==> config.mk <==
export PLATFORM = sky130hd
export DESIGN_NAME = imem_responder
export DESIGN_NICKNAME = d
export VERILOG_FILES = /design/src/rtl/imem_responder.sv
export SDC_FILE = /design/constraint.sdc
export NUM_CORES = 1
export LEC_CHECK = 0
export ABC_AREA = 0
export CAP_MARGIN = 20
export CORE_AREA = 3 3 302 304
export DETAILED_ROUTE_END_ITERATION = 12
export DIE_AREA = 0 0 305 307
export DONT_BUFFER_PORTS = 1
export HOLD_SLACK_MARGIN = 0.02
export PLACE_DENSITY = 0.39
export SYNTH_ARGS = -nofsm -noshare
export SYNTH_HDL_FRONTEND = slang
export SYNTH_SLANG_ARGS = --single-unit
==> constraint.sdc <==
create_clock -name clk -period 10.21 [get_ports clk]
set_input_delay 2.042 -clock clk [delete_from_list [all_inputs] [get_ports clk]]
set_output_delay 2.042 -clock clk [all_outputs]
set_load 0.02 [all_outputs]
==> src/rtl/imem_responder.sv <==
// Instruction-memory responder: a DEPTH x 32 program store that is filled
// through a byte-serial load port and then serves instruction fetches with
// one registered cycle of latency. Jump opcodes are flagged in the response
// so the fetch stage can redirect without decoding the word itself.
module imem_responder #(
  parameter int          ADDR_W  = 4,
  parameter int          DEPTH   = 16,
  parameter logic [5:0]  JUMP_OP = 6'b001110
) (
  input  logic              clk,
  input  logic              rst_n,
  input  logic              load_start,
  input  logic              load_valid,
  input  logic [7:0]        load_byte,
  output logic              load_ready,
  output logic              loaded,
  input  logic              fetch_req,
  input  logic [ADDR_W-1:0] fetch_addr,
  output logic              fetch_ready,
  output logic              rsp_valid,
  input  logic              rsp_ready,
  output logic [31:0]       rsp_instr,
  output logic [ADDR_W-1:0] rsp_addr,
  output logic              rsp_is_jump
);

  typedef enum logic {
    LOAD  = 1'b0,
    SERVE = 1'b1
  } state_t;

  state_t            state;
  state_t            state_next;

  logic [31:0]       mem [DEPTH];
  logic [ADDR_W-1:0] word_ptr;
  logic [1:0]        byte_cnt;
  // Only the first three bytes of a word need holding; the fourth byte is
  // taken straight from load_byte when the word is written.
  logic [23:0]       asm_word;

  logic              byte_take;
  logic              word_done;
  logic              fetch_take;

  // Next-state decode, load/fetch handshakes and the combinational fetch_ready.
  always_comb begin
    state_next  = state;
    byte_take   = 1'b0;
    word_done   = 1'b0;
    fetch_take  = 1'b0;
    fetch_ready = 1'b0;
    case (state)
      LOAD: begin
        if (load_start) begin
          // Restart wins over any byte presented in the same cycle.
          state_next = LOAD;
        end else begin
          byte_take = load_valid & load_ready;
          word_done = byte_take & (byte_cnt == 2'd3);
          if (word_done && (word_ptr == ADDR_W'(DEPTH - 1))) begin
            state_next = SERVE;
          end else begin
            state_next = LOAD;
          end
        end
      end
      SERVE: begin
        // Single-entry output register: accept only if it is empty or draining.
        fetch_ready = ~rsp_valid | rsp_ready;
        fetch_take  = fetch_req & fetch_ready & ~load_start;
        if (load_start) begin
          state_next = LOAD;
        end else begin
          state_next = SERVE;
        end
      end
      default: begin
        state_next = LOAD;
      end
    endcase
  end

  // FSM state plus the status flags that mirror it one cycle later.
  always_ff @(posedge clk or negedge rst_n) begin
    if (!rst_n) begin
      state      <= LOAD;
      load_ready <= 1'b0;
      loaded     <= 1'b0;
    end else begin
      state      <= state_next;
      load_ready <= (state_next == LOAD);
      loaded     <= (state_next == SERVE);
    end
  end

  // Byte assembly and word/byte pointers; any load_start restarts at word 0.
  always_ff @(posedge clk or negedge rst_n) begin
    if (!rst_n) begin
      word_ptr <= '0;
      byte_cnt <= 2'd0;
      asm_word <= 24'd0;
    end else if (load_start) begin
      word_ptr <= '0;
      byte_cnt <= 2'd0;
    end else if (byte_take) begin
      asm_word <= {asm_word[15:0], load_byte};
      byte_cnt <= byte_cnt + 2'd1;
      if (word_done) begin
        word_ptr <= word_ptr + ADDR_W'(1);
      end
    end
  end

  // Program store write port; contents deliberately survive reset.
  always_ff @(posedge clk) begin
    if (word_done) begin
      mem[word_ptr] <= {asm_word, load_byte};
    end
  end

  // Response register: load on accept, drop valid on consume, hold on stall.
  always_ff @(posedge clk or negedge rst_n) begin
    if (!rst_n) begin
      rsp_valid   <= 1'b0;
      rsp_instr   <= 32'd0;
      rsp_addr    <= '0;
      rsp_is_jump <= 1'b0;
    end else if (load_start) begin
      rsp_valid <= 1'b0;
    end else if (fetch_take) begin
      rsp_valid   <= 1'b1;
      rsp_instr   <= mem[fetch_addr];
      rsp_addr    <= fetch_addr;
      rsp_is_jump <= (mem[fetch_addr][31:26] == JUMP_OP);
    end else if (rsp_ready) begin
      rsp_valid <= 1'b0;
    end
  end

endmodule

## Word-level counts from Yosys, hierarchy flattened

Memory sizes are Yosys's and may differ from the RTL's.
Cells that the tools add are included.

- Memories kept: 1
- Bits in writable memories: 512
- Input port bits: 18
- Flip-flop bits (word level): 70

Memories:

| memory | words | bits a word | read ports | clocked after Yosys merged registers in | write ports | RTL line | source |
|---|---|---|---|---|---|---|---|
| mem | 16 | 32 | 1 | 0 | 1 | 35 | `logic [31:0] mem [DEPTH];` |

- Eq/ne operators: 3
- Bitwise operators: 9
- Reduce and logical (&&, ||, !) cells: 7
- Add/subtract/negate cells: 2
- Multiplexer cells: 20

Operator list:

| kind | number |
|---|---|
| $mux W1 | 14 |
| $mux W4 | 3 |
| $eq A6 B4 Y1 const B | 1 |
| $reduce_and A2 Y1 | 3 |
| $add A4 B1 Y4 const B | 1 |
| $and A1 B1 Y1 | 4 |
| $eq A4 B4 Y1 const B | 1 |
| $mux W2 | 2 |
| $not A1 Y1 | 4 |
| $reduce_bool A2 Y1 | 2 |
| $reduce_bool A3 Y1 | 1 |
| $add A2 B1 Y2 const B | 1 |
| $eq A2 B2 Y1 const B | 1 |
| $pmux W1 S2 | 1 |
| $logic_and A1 B1 Y1 | 1 |
| $or A1 B1 Y1 | 1 |

## Logic depth before layout (Yosys ltp)

- Word-level depth: 7
- Gate-level depth with buffers: 8

## Worst setup path after synthesis

OpenSTA, ideal clock, no wires.

- Kind: input-to-reg
- Start point: input port load_start
- End point: memory mem[2][0] (enable)
- Stages: 4
- Buffers on the path: 1
- Arrival: 6.089 ns
- Path slack: 3.608 ns
- Path through: clkbuf_1 -> and4bb_2 -> nand2_1 -> nor4b_1

- Word-level cells in the longest chain between the ends: 4

Ends and longest elaborated chain:

| what | RTL line | source |
|---|---|---|
| from (decl) | 12 | `input logic load_start,` |
| $mux W1 | 55 | `if (load_start) begin` |
| $mux W1 | 53 | `case (state)` |
| $mux W1 | 117 | `if (word_done) begin` |
| $mux W1 (not written as such) | 118 | `mem[word_ptr] <= {asm_word, load_byte};` |
| to (decl) | 35 |  |

Every way passes these cells.

## Final worst setup path

- Start point: input port rsp_ready
- End point: output port fetch_ready

- Word-level cells in the longest chain between the ends: 2

Ends and longest elaborated chain:

| what | RTL line | source |
|---|---|---|
| from (decl) | 21 | `input logic rsp_ready,` |
| $or A1 B1 Y1 | 70 | `fetch_ready = ~rsp_valid \| rsp_ready;` |
| $mux W1 | 53 |  |
| to (decl) | 19 | `output logic fetch_ready,` |

Every way passes these cells.

==> impl_results.md <==
* Status: finished clean
* WHS Path Cells at 1
* Worst Tran Pin Value at 1.039 ns
* Post-Synth XOR/XNOR Area at less than 1%
* R2r worst-path depth at 4
* Fin area at between 20000 and 30000 um^2
* RSZ-0062 raised after global routing: no
* Net Count, Synth at around 1.0k
* Final ANT Viol Nets at 0
* Port buffer count at 0
* Buf+Inv Stages, Crit Path at 0
* Post-CTS Hold Fix Bufs at 0
* Flop-to-flop setup slack at around 6.7 ns
* CTS tree: done
* Post-DP HPWL at between 20 and 30 mm
* Synth cell types at 38
* Crit-path max cell delay at about 0.22 ns
* Starting density of the core at between 20% and 30%
* Site row count at around 110
* Ys flop type: edfxtp_1
* Static leakage at 8.261 nW
* Critical path arrival at roughly 2.4 ns
* Max-Slew Margin vs Limit at about 31%
* Clock tree buffer depth at 3
* Syn Inst Count at 999
* Crit-path leading delay family: simple AND/OR/NAND/NOR gates
* Worst-skew pair later-pin latency at roughly 0.58 ns
* Fin crit share at a little over two fifths
* Depth of the CTS H-tree at 3
* GRT Total Usage at roughly 11%
* Final wirelength at around 50 mm
* Postcts setup bufs at 0
* Adder and majority cell fraction of the synthesized area at less than 1%
* Hold Crit Class: register to register
* Routed len/inst at between 20 and 25 um
* Clk slew on worst S/H paths at ~0.060 ns
* Final weighted congestion in routability-driven placement at 0.7171
* R2r startpoint: state
* Synth async-reset ratio at roughly 12%
* Avg Cell Area, Syn at between 20 and 25 um^2
* Post-Synth Simple-Gate Area at 2.511%
* Yosys reg bits at slightly below 600
* DRT iter0 DRCs at approximately 750
* DRT Pass-1 Iters at 4
* IO Pins at 59
* Area Overhead vs Synth at 15.60%
* Total power at 0.005281 W
* Setup TNS at 0 ns
* Die ar. at ~94000 um^2
* R2R Path End: mem[11][3]
* Via/cell ratio at between 4 and 5
* # DRC at 0
* Power per Cell Area at about 210 nW/um^2
* Critical path required time at 8.17 ns
* Final min period at about 4.5 ns
* Ys Warns at 0
* Antenna violations before repair at 0
* Ant diodes at 0
* Core area at 88510 um^2
* WP depth at 2
* Largest net degree at the start of global routing at about 130
* CP Launch Type: input pin
* Layout cells sized above 1 at between 20% and 30%
* Slowest CP cell: nor2b_1
* Final setup viols at 0
* Mux share of post-synthesis cell area at between 10% and 20%
* CP cell instances: nor2b_1 > nor2_1
* CP Capture Type: output port
* Post-synthesis sequential area ratio at 77.59%
* Hold path endpoint: byte_cnt[0]
* Worst hold path startpoint: byte_cnt[0]
* Slew Limit Fails at 0
* Vias in the first global route at approximately 11k
* Vias at around 9.7k
* Die X at just over 300 um
* Worst-path maximum fanout at 4
* Dominant combinational cell family by area after synthesis: multiplexers
* Crit Path Class: input pin to output port
* Total CTS buffers at 68
* Cts repair resizes at 0
* Root buffer cell: clkbuf_16
* Post-synth EDFFs at between 500 and 600
* Gr ovfl total at 0
* VDD IR-drop max at 0.00008503 V
* Placed cell area at about 23000 um^2
* Setup Skew at roughly 0.022 ns
* Clk sink count at between 500 and 600
* Max-cap violations at 0
* Synth Area in Compound Gates at 1.003%
* Peak Freq at ~220 MHz
* Syn Std Cell Area at ~22000 um^2
* Die Y at between 300 and 400 um
* Final Net Count at 1055
* Fin. Hold Viols at 0
* First-pass GRT wire length at ~75 mm
[worst max-delay path by stage]
| stage | start | to | slack (ns) |
|---|---|---|---|
| global placement | load_start | mem[9][4] | 5.20 |
| floorplan | load_start | mem[2][0] | 3.61 |
| CTS | load_start | mem[9][30] | 5.73 |
| detailed placement | load_start | mem[9][13] | 5.12 |
| finish | rsp_ready | fetch_ready | 5.73 |
| global route | load_start | mem[11][30] | 5.58 |
[per-stage QoR]
| stage | util (%) | std cells | hold slack [ns] | worst slack, ns |
|---|---|---|---|---|
| final | 28.83 | 2249 | 0.4903 | 5.734 |
| after global routing | 28.83 | 2249 | 0.5252 | 5.582 |
| after CTS | 28.81 | 2248 | 0.4934 | 5.733 |
| after detailed placement | 26.45 | 2126 | 0.4867 | 5.125 |
| after global placement | 26.45 | 2126 | 0.4743 | 5.201 |
| after floorplan | - | 999 | 0.4555 | 3.608 |
[layer usage]
layer,vias to the layer above,routed length [um],GRT usage [%]
met5,-,0,0
met4,0,907,3.369
met3,68,2346,2.259
met2,151,26460,19.31
met1,5263,21780,13.87
li1,4171,-,-
[synthesized netlist by cell type, types with 5 or more instances]
library cell / number / area share, %
nor2_1: 10 / 0.17
buf_2: 12 / 0.27
o22ai_1: 10 / 0.28
and2_1: 9 / 0.26
ha_1: 5 / 0.28
mux4_2: 145 / 15
inv_1: 8 / 0.14
a21o_1: 9 / 0.31
buf_1: 11 / 0.19
mux2_2: 24 / 1.2
buf_6: 6 / 0.31
nand2_1: 87 / 1.5
clkbuf_1: 16 / 0.27
a22oi_1: 5 / 0.17
dfrtp_1: 70 / 7.9
edfxtp_1: 512 / 70
mux2i_1: 25 / 1.1
[flip-flops by register name (all words and copies together) (netlist names)]
register	cells
rsp_is_jump	1
asm_word	24
load_ready	1
rsp_instr	32
mem	512
state	1
rsp_addr	4
rsp_valid	1
byte_cnt	2
word_ptr	4
[report_power, final]
part	switching, W	internal [W]	leakage [nW]	total (W)
clock network	0.000931	0.00136	1.01	0.00229
logic	0.0000366	0.0000834	1.75	0.000120
registers	0.000145	0.00273	5.51	0.00287
[cells in the final DEF, fill, tap and decap left out, drive strengths merged, types with 9 or more instances in the layout]
cell type	n
edfxtp	512
buf	12
and2	9
mux4	145
mux2	24
nor2	10
nand2	87
mux2i	25
clkbuf	101
a21o	9
o22ai	10
clkinv	15
dfrtp	70
inv	9
[cells by family (layout without fill, tap and decap cells)]
| family | Yosys count | in the layout |
|---|---|---|
| AO/OA/AOI/OAI | 32 | 32 |
| flip-flops | 582 | 582 |
| XOR/XNOR | 3 | 3 |
| buffers and inverters | 57 | 142 |
| adder cells (fa/ha/maj) | 5 | 5 |
| multiplexers | 194 | 194 |
| AND/OR/NAND/NOR | 126 | 126 |
[final cells by class]
cell class | instances | area [um^2]
sequential | 582 | 17130
clock inverter | 21 | 156.4
tap | 1165 | 1458
inverter | 8 | 30.03
multi-input combinational | 360 | 4716
clock buffer | 101 | 1929
fill | 8564 | 62990
timing repair buffer | 12 | 102.6
(Power assumes the default switching activity.)
